### src/rtl/seq_pattern_tx.sv
// seq_pattern_tx: serialises a latched pattern MSB-first onto w, DIV clk cycles per bit,
// optionally looping, as stimulus for a sequence detector. Optional macro SEQ_TX_ZEXP_EN
// builds the run counter that produces z_exp (expected detector output for runs of 4).
// Latency: first bit on w the cycle after start is accepted; done one cycle after the last bit.
// Backpressure: none; start is only sampled in IDLE, ignored while busy.
//
// Ports:
//   clk, reset         : single clock, synchronous active-high reset
//   start              : request to send (IDLE only; needs 1 <= len <= PAT_W)
//   pattern, len       : bits to send (MSB first) and bit count
//   repeat_mode, stop  : loop the pattern continuously / cancel looping after current pass
//   w, bit_valid       : serial bit and first-cycle-of-bit strobe
//   bit_idx, busy, done: current bit index, transmission active, end-of-transmission pulse
//   z_exp              : high while the current run of equal bits has reached 4
module seq_pattern_tx #(
    parameter int DIV   = 5,
    parameter int PAT_W = 16
) (
    input  logic                     clk,
    input  logic                     reset,
    input  logic                     start,
    input  logic [PAT_W-1:0]         pattern,
    input  logic [$clog2(PAT_W):0]   len,
    input  logic                     repeat_mode,
    input  logic                     stop,
    output logic                     w,
    output logic                     bit_valid,
    output logic [$clog2(PAT_W)-1:0] bit_idx,
    output logic                     busy,
    output logic                     done,
    output logic                     z_exp
);

    localparam int LW = $clog2(PAT_W) + 1;
    localparam int IW = $clog2(PAT_W);
    localparam int DW = $clog2(DIV);
    localparam logic [DW-1:0] DIV_LAST  = DW'(DIV - 1);
    localparam logic [LW-1:0] LEN_MAX   = LW'(PAT_W);

    typedef enum logic {
        IDLE = 1'b0,
        SEND = 1'b1
    } state_t;

    state_t           state_q;
    state_t           state_d;
    logic [PAT_W-1:0] pat_q;     // latched pattern, reloaded into sh_q on wrap
    logic [PAT_W-1:0] sh_q;      // current bit always sits at the MSB
    logic [LW-1:0]    len_q;
    logic             rpt_q;
    logic [IW-1:0]    idx_q;
    logic [DW-1:0]    div_q;
    logic             done_q;

    logic accept;
    logic bit_end;
    logic last_bit;
    logic wrap;

    assign accept   = (state_q == IDLE) && start && (len != '0) && (len <= LEN_MAX);
    assign bit_end  = (div_q == DIV_LAST);
    assign last_bit = ({1'b0, idx_q} == (len_q - 1'b1));
    // A stop arriving on the very last cycle of a pass still prevents the wrap.
    assign wrap     = rpt_q && !stop;

    // State register
    always_ff @(posedge clk) begin
        if (reset) begin
            state_q <= IDLE;
        end else begin
            state_q <= state_d;
        end
    end

    // Next state and outputs
    always_comb begin
        state_d   = state_q;
        w         = 1'b0;
        bit_valid = 1'b0;
        bit_idx   = '0;
        busy      = 1'b0;
        case (state_q)
            IDLE: begin
                if (accept) begin
                    state_d = SEND;
                end
            end
            SEND: begin
                w         = sh_q[PAT_W-1];
                bit_valid = (div_q == '0);
                bit_idx   = idx_q;
                busy      = 1'b1;
                if (bit_end && last_bit && !wrap) begin
                    state_d = IDLE;
                end
            end
            default: state_d = IDLE;
        endcase
    end

    assign done = done_q;

    // Datapath: latches, bit shifter, index and divider
    always_ff @(posedge clk) begin
        if (reset) begin
            pat_q  <= '0;
            sh_q   <= '0;
            len_q  <= '0;
            rpt_q  <= 1'b0;
            idx_q  <= '0;
            div_q  <= '0;
            done_q <= 1'b0;
        end else begin
            done_q <= 1'b0;
            case (state_q)
                IDLE: begin
                    if (accept) begin
                        pat_q <= pattern;
                        sh_q  <= pattern;
                        len_q <= len;
                        rpt_q <= repeat_mode;
                        idx_q <= '0;
                        div_q <= '0;
                    end
                end
                SEND: begin
                    if (stop) begin
                        rpt_q <= 1'b0;
                    end
                    if (bit_end) begin
                        div_q <= '0;
                        if (last_bit) begin
                            if (wrap) begin
                                sh_q  <= pat_q;
                                idx_q <= '0;
                            end else begin
                                done_q <= 1'b1;
                            end
                        end else begin
                            sh_q  <= sh_q << 1;
                            idx_q <= idx_q + 1'b1;
                        end
                    end else begin
                        div_q <= div_q + 1'b1;
                    end
                end
                default: ;
            endcase
        end
    end

`ifdef SEQ_TX_ZEXP_EN
    // Run length of equal consecutive bits, saturating at 4. Updated on the edge that
    // starts a new bit so it is valid for the whole bit; carries across a repeat wrap.
    logic [2:0] run_q;
    logic       next_bit;

    assign next_bit = last_bit ? pat_q[PAT_W-1] : sh_q[PAT_W-2];

    always_ff @(posedge clk) begin
        if (reset) begin
            run_q <= '0;
        end else if (accept) begin
            run_q <= 3'd1;
        end else if ((state_q == SEND) && bit_end && (!last_bit || wrap)) begin
            if (next_bit == sh_q[PAT_W-1]) begin
                run_q <= (run_q == 3'd4) ? 3'd4 : run_q + 3'd1;
            end else begin
                run_q <= 3'd1;
            end
        end
    end

    assign z_exp = (state_q == SEND) && (run_q == 3'd4);
`else
    assign z_exp = 1'b0;
`endif

endmodule

### config.mk
export PLATFORM = sky130hd
export DESIGN_NAME = seq_pattern_tx
export DESIGN_NICKNAME = d
export VERILOG_FILES = /design/src/rtl/seq_pattern_tx.sv
export SDC_FILE = /design/constraint.sdc
export NUM_CORES = 1
export LEC_CHECK = 0
export ABC_AREA = 1
export BUFFER_PORTS_ARGS = -buffer_cell sky130_fd_sc_hd__buf_2
export CORE_MARGIN = 2
export CORE_UTILIZATION = 45
export CTS_BUF_LIST = sky130_fd_sc_hd__clkbuf_8
export DETAILED_ROUTE_END_ITERATION = 16
export PLACE_DENSITY = 0.69
export REMOVE_ABC_BUFFERS = 1
export SLEW_MARGIN = 20
export SYNTH_ARGS = -nofsm -noshare
export SYNTH_HDL_FRONTEND = slang
export SYNTH_SLANG_ARGS = --single-unit
export TNS_END_PERCENT = 1
### constraint.sdc
create_clock -name clk -period 2.1 [get_ports clk]
set_clock_uncertainty 0.2 [all_clocks]
set_input_delay 0.105 -clock clk [delete_from_list [all_inputs] [get_ports clk]]
set_output_delay 0.105 -clock clk [all_outputs]
set_load 0.02 [all_outputs]
==> impl_metrics.csv, run 1 <==
group,metric,value,unit
clocking,cts_buffer_depth,2,
route,postRouteAntennaNets,0,
logic_synthesis,syn-instance-count,398,
clocking,clock-root-buffer,"clkbuf_8",
job,cap_violations,0,
clocking,cts.sinks,47,
sta,min_period,2.06,ns
sta,slew_viol_final,0,
layout,multiInputGateArea,1410,sq um
clocking,cts_tree,"yes",
layout,diodes,0,
layout,area_delta_synth_final,30.6,%
clocking,h-tree-depth,2,
logic_synthesis,ys_ff_latch,47,
sta,max_freq,487,MHz
clocking,cts_buffers,5,
sta,final.setup.tns,0,ns
route,viasPerCell,5.02,
layout,ff_latch_area,942,sq um
die,core,5510,sq um
global_route,first_global_vias,2418,
logic_synthesis,synth_area_per_cell,6.49,sq um
pwr,p_total,0.00221,W
pwr,p_leak,1.61,nW
clocking,clk_pin_slew_worst_paths,0.09,ns
layout,nets,493,
global_route,antenna_found_initial,0,
sta,hold_viol,0,
critical_path,required,2.10,ns
die,num_io_pins,35,
layout,drive_above_1_share,21.4,%
clocking,clock_latency,0.30,ns
logic_synthesis,yosysWarningCount,0,
route,dr.first_iter.drc_count,192,
die,die_w,79.7,um
die,die_area,6360,sq um
placement,port-buffer-count,33,
placement,routabilityCongestion,0.907,
critical_path,critPathMaxFanout,6,
layout,fin_util,61.2,%
pwr,ir_drop,0.342,mV
global_route,grt.total_usage,21.1,%
pwr,power-per-cell-area,654,nW/um^2
global_route,gr-total-overflow,0,
logic_synthesis,synth_area,2580,sq um
route,wirelength,6520,um
die,die_h,79.7,um
global_route,met3_usage,2.71,%
sta,fin_crit_sh,97.9,%
global_route,grt_pass1_wl,10600,um
global_route,globalRouteMet2Util,36.9,%
sta,rsz0062_at_grt,"yes",
sta,setup_violations,0,
critical_path,cp-end-kind,"flip-flop",
global_route,gr-max-usage-layer,"met2",
global_route,grt_max_degree,36,
die,rows,27,
layout,filler_cell_count,512,
critical_path,cp.arrival,2.06,ns
critical_path,cp-start-kind,"flip-flop",
route,firstDrtPassIters,4,
route,vias,2687,
global_route,use_met1,26.5,%
route,wire_per_inst,12.2,um
sta,setup_slack,0.0447,ns
route,drc,0,
sta,hold_slack,0.0297,ns
die,initial_core_util,46.9,%
critical_path,path_class,"reg -> reg",
placement,dpl.hpwl,4130,um
worst_hold_path,hold_class,"in -> reg",
status,outcome,"completed",
logic_synthesis,synth_cell_type_count,28,
placement,dp_slack,0.0546,ns
logic_synthesis,seq_area_frac_synth,36.5,%
-- where the power goes --
part           total, W  switching [W]  leakage [nW]  internal (W)
Clock          0.000534       0.000305        0.0440      0.000228
Sequential      0.00102      0.0000559         0.386      0.000966
Combinational  0.000650       0.000368          1.18      0.000283
-- final timing paths --
| kind | start | cells after the start | slack, ns | to |
|---|---|---|---|---|
| setup / recovery | len_q[0]$_SDFFE_PP0P_ | 14 | 0.04 | sh_q[2]$_SDFFE_PP0P_ |
| hold / removal | reset | 3 | 0.03 | pat_q[15]$_SDFFE_PP0P_ |
| setup reg to reg | len_q[0]$_SDFFE_PP0P_ | 14 | 0.04 | sh_q[2]$_SDFFE_PP0P_ |
| hold reg to reg | pat_q[13]$_SDFFE_PP0P_ | 2 | 0.27 | pat_q[13]$_SDFFE_PP0P_ |
-- Yosys cell counts, drive strengths merged --
cell type,count,area share [%]
nand3,42,8.6
dfxtp,47,36
clkinv,2,0.29
ha,4,1.9
o21ai,7,1.4
inv,43,6.3
nand2,127,19
xor2,2,0.68
nand4,18,4.9
buf,15,3.7
nor2,52,9.2
xnor2,1,0.34
clkbuf,7,1.0
nor3,2,0.39
conb,1,0.15
a21oi,28,5.6
-- worst max-delay path, cell delays in order (launching register included) --
cell and delay [ns]:
dfxtp_2 0.37, inv_4 0.05, ha_4 0.26, inv_2 0.03, nand2_2 0.05, nand2_2 0.05, nor2_2 0.11, nand2_2 0.10
nor2_8 0.15, nand4_4 0.13, nand2_8 0.17, clkbuf_16 0.15, nand2_1 0.04, nand2_1 0.05, nor2_1 0.05
-- through the flow --
step | area, sq um | std cells
after CTS | 3160 | 525
after floorplan | 2460 | 376
after global placement | 2840 | 495
final | 3370 | 535
after global routing | 3370 | 535
after detailed placement | 2840 | 495
-- registers in the layout, summed over array words and instances (netlist names) --
signal,flops
pat_q,16
sh_q,16
len_q,5
idx_q,4
div_q,3
done,1
rpt_q,1
state_q,1
-- repair_timing --
item	4_1_cts	5_1_grt
resized for setup	0	24
hold buffers	23	0
setup buffers	0	6
endpoints found under the hold margin	38	0
setup endpoints to repair	0	21
-- area by class of cell --
| class | instances | area share [%] |
|---|---|---|
| Sequential cell | 47 | 27.9 |
| Clock buffer | 5 | 2.04 |
| Tap cell | 72 | 2.67 |
| Inverter | 45 | 5.16 |
| Clock inverter | 2 | 0.408 |
| Timing Repair Buffer | 80 | 20.1 |
| Multi-Input combinational cell | 284 | 41.7 |
-- routing by layer --
metal	part of all wire (%)	vias to the layer above
met5	0	-
met4	1.4	0
met3	4.4	8
met2	50	66
met1	44	1230
li1	-	1383
-- kinds of logic (layout without fill, tap and decap cells) --
kind of cell,count (synthesis),after routing,share of synthesized area (%)
compound gates,35,35,6.93
xor+xnor,3,3,1.02
fa+ha+maj,4,4,1.94
buf+inv,67,132,11.3
flops,47,47,36.5
other cells,1,1,0.145
simple gates,241,241,42.2
-- cell usage in the layout (no fill, tap or decap), types with 6 or more instances in the layout --
master	n
nand2_1	112
dfxtp_1	46
nor2_1	45
nand3_1	41
inv_1	35
buf_2	33
a21oi_1	27
dlygate4sd3_1	23
nand4_1	17
buf_4	16
nand2_2	14
o21ai_0	7
inv_2	6
(Power assumes the default switching activity.)
==> inputs of run 2 (changes only) <==
--- a/config.mk
+++ b/config.mk
@@ -11,7 +11,7 @@
 export CORE_UTILIZATION = 45
 export CTS_BUF_LIST = sky130_fd_sc_hd__clkbuf_8
 export DETAILED_ROUTE_END_ITERATION = 16
-export PLACE_DENSITY = 0.69
+export PLACE_DENSITY = 0.68
 export REMOVE_ABC_BUFFERS = 1
 export SLEW_MARGIN = 20
 export SYNTH_ARGS = -nofsm -noshare
==> impl_metrics.csv, run 2 (same netlist as run 1, synthesis figures left out) <==
group,metric,value,unit
pwr,p_leak,1.59,nW
route,wl_met3,248,um
sta,max_freq,482,MHz
sta,setup_violations,0,
clocking,clock_latency,0.30,ns
global_route,antenna_found_initial,0,
global_route,grt_pass1_wl,10200,um
layout,layout_commonest_cell,"nand2_1",
sta,hold_slack,-0.00918,ns
critical_path,crit_family,"simple AND/OR/NAND/NOR gates",
critical_path,cp-end-kind,"flip-flop",
clocking,cts_tree,"yes",
route,dr.first_iter.drc_count,158,
layout,filler_cell_count,519,
route,vias,2610,
sta,fin_crit_sh,98.9,%
pwr,power-per-cell-area,674,nW/um^2
sta,final.setup.tns,0,ns
die,die_area,6360,sq um
die,num_io_pins,35,
pwr,power_switching,0.000744,W
placement,port-buffer-count,33,
critical_path,crit_chain,"inv_4 -> ha_4 -> inv_2 -> nand2_1 -> nand2_1 -> nor2_2 -> nand2_2 -> nor2_8 -> nand4_4 -> nand2_8 -> clkbuf_16 -> nand2_1 -> nand2_1 -> nor2_1",
layout,diodes,0,
critical_path,cp_common_cell,"nand2_1",
route,route.top_layer_used,"met4",
clocking,clk_pin_slew_worst_paths,0.09,ns
die,die_w,79.7,um
route,firstDrtPassIters,4,
layout,stdcell_count,532,
route,drt-met1-wl,2990,um
global_route,grt.total_usage,19.9,%
pwr,clock_power_share,26.6,%
route,wire_per_inst,12.0,um
die,initial_core_util,46.9,%
pwr,ir_drop,0.375,mV
placement,routabilityCongestion,0.822,
status,outcome,"finished with violations",
layout,multiInputGateArea,1400,sq um
critical_path,critPathMaxStageDelay,0.37,ns
sta,slew_viol_final,0,
layout,ff_latch_area,942,sq um
status,failed_checks,"hold timing",
die,die_h,79.7,um
die,rows,27,
pwr,power_switching_share,33.1,%
critical_path,path_buf_inv,3,
clocking,cts_buffer_depth,2,
clocking,h-tree-depth,2,
layout,area_delta_synth_final,29.1,%
clocking,cts.sinks,47,
critical_path,path_class,"reg -> reg",
pwr,seqPwrFrac,45.4,%
job,cap_violations,0,
layout,fin_util,60.5,%
global_route,first_global_vias,2272,
sta,min_period,2.08,ns
clocking,clock-root-buffer,"clkbuf_8",
global_route,gr-total-overflow,0,
layout,reg_top3,"pat_q (16), sh_q (16), len_q (5)",
pwr,pwr-share-comb,28.0,%
layout,final_cell_mix,"nand2_1 (115), dfxtp_1 (46), nor2_1 (45)",
critical_path,cp.arrival,2.09,ns
critical_path,cp-start-kind,"flip-flop",
route,wl_met2,3100,um
die,core,5510,sq um
critical_path,required,2.11,ns
critical_path,critPathMaxFanout,11,
route,wirelength,6390,um
sta,hold_viol,1,
route,drc,0,
placement,dpl.hpwl,4020,um
route,viasPerCell,4.91,
layout,drive_above_1_share,20.4,%
placement,dp.cells,494,
global_route,grt_max_degree,41,
route,postRouteAntennaNets,0,
worst_hold_path,hold_class,"in -> reg",
pwr,internal_power,0.00150,W
sta,rsz0062_at_grt,"yes",
critical_path,cp_slowest_cell,"dfxtp_2",
layout,nets,489,
clocking,cts_buffers,5,
-- run 2: changes by cell type in the layout (fill, tap and decap cells not counted), sizes merged --
cell and delta:
clkinvlp +1, clkinv -1, buf -3
-- run 2: final cells by class --
class / count / area share (%)
Multi-Input combinational cell: 284 / 42.1
Sequential cell: 47 / 28.3
Timing Repair Buffer: 76 / 18.8
Inverter: 45 / 5.14
Tap cell: 72 / 2.70
Clock buffer: 6 / 2.48
Clock inverter: 2 / 0.488
-- run 2: final timing paths --
check                         start                endpoint  slack [ns]  depth (start not counted)
max reg2reg   len_q[0]$_SDFFE_PP0P_    sh_q[4]$_SDFFE_PP0P_        0.02                         14
min reg2reg  pat_q[11]$_SDFFE_PP0P_  pat_q[11]$_SDFFE_PP0P_        0.27                          2
min                           start   len_q[0]$_SDFFE_PP0P_      -0.009                          5
max           len_q[0]$_SDFFE_PP0P_    sh_q[4]$_SDFFE_PP0P_        0.02                         14
-- run 2: per-layer routing --
metal	up-vias	global-route usage [%]
li1	1376	-
met1	1173	26.2
met2	57	33.6
met3	4	3.39
met4	0	5.08
met5	-	0
-- run 2: repair_timing --
item / in CTS / in global routing
buffers inserted: 0 / 4
gates resized for setup: 0 / 21
hold buffers: 23 / 0
hold endpoints to repair: 38 / 0
endpoints found under the setup margin: 0 / 21
-- run 2: power by group through the flow --
stage	sequential [W]	clock (W)	combinational [W]
after floorplan	0.00104	0	0.000338
after global placement	0.00104	0	0.000511
after detailed placement	0.00104	0	0.000518
after CTS	0.00102	0.000612	0.000552
after global routing	0.00103	0.000637	0.000699
final	0.00102	0.000598	0.000628
-- run 2: worst reg2reg max path, cell delays in order, from the launching register on --
cell,delay (ns)
dfxtp_2,0.37
inv_4,0.05
ha_4,0.26
inv_2,0.03
nand2_1,0.04
nand2_1,0.07
nor2_2,0.12
nand2_2,0.10
nor2_8,0.15
nand4_4,0.13
nand2_8,0.16
clkbuf_16,0.17
nand2_1,0.05
nand2_1,0.05
nor2_1,0.04
-- run 2: per-stage QoR --
stage                     worst slack [ns]  total power, W  area (sq um)
after floorplan                     -0.509         0.00137          2460
after global placement               0.111         0.00155          2840
after detailed placement            0.0215         0.00156          2840
after CTS                           0.0142         0.00218          3170
after global routing               -0.0999         0.00236          3330
final                               0.0238         0.00225          3330
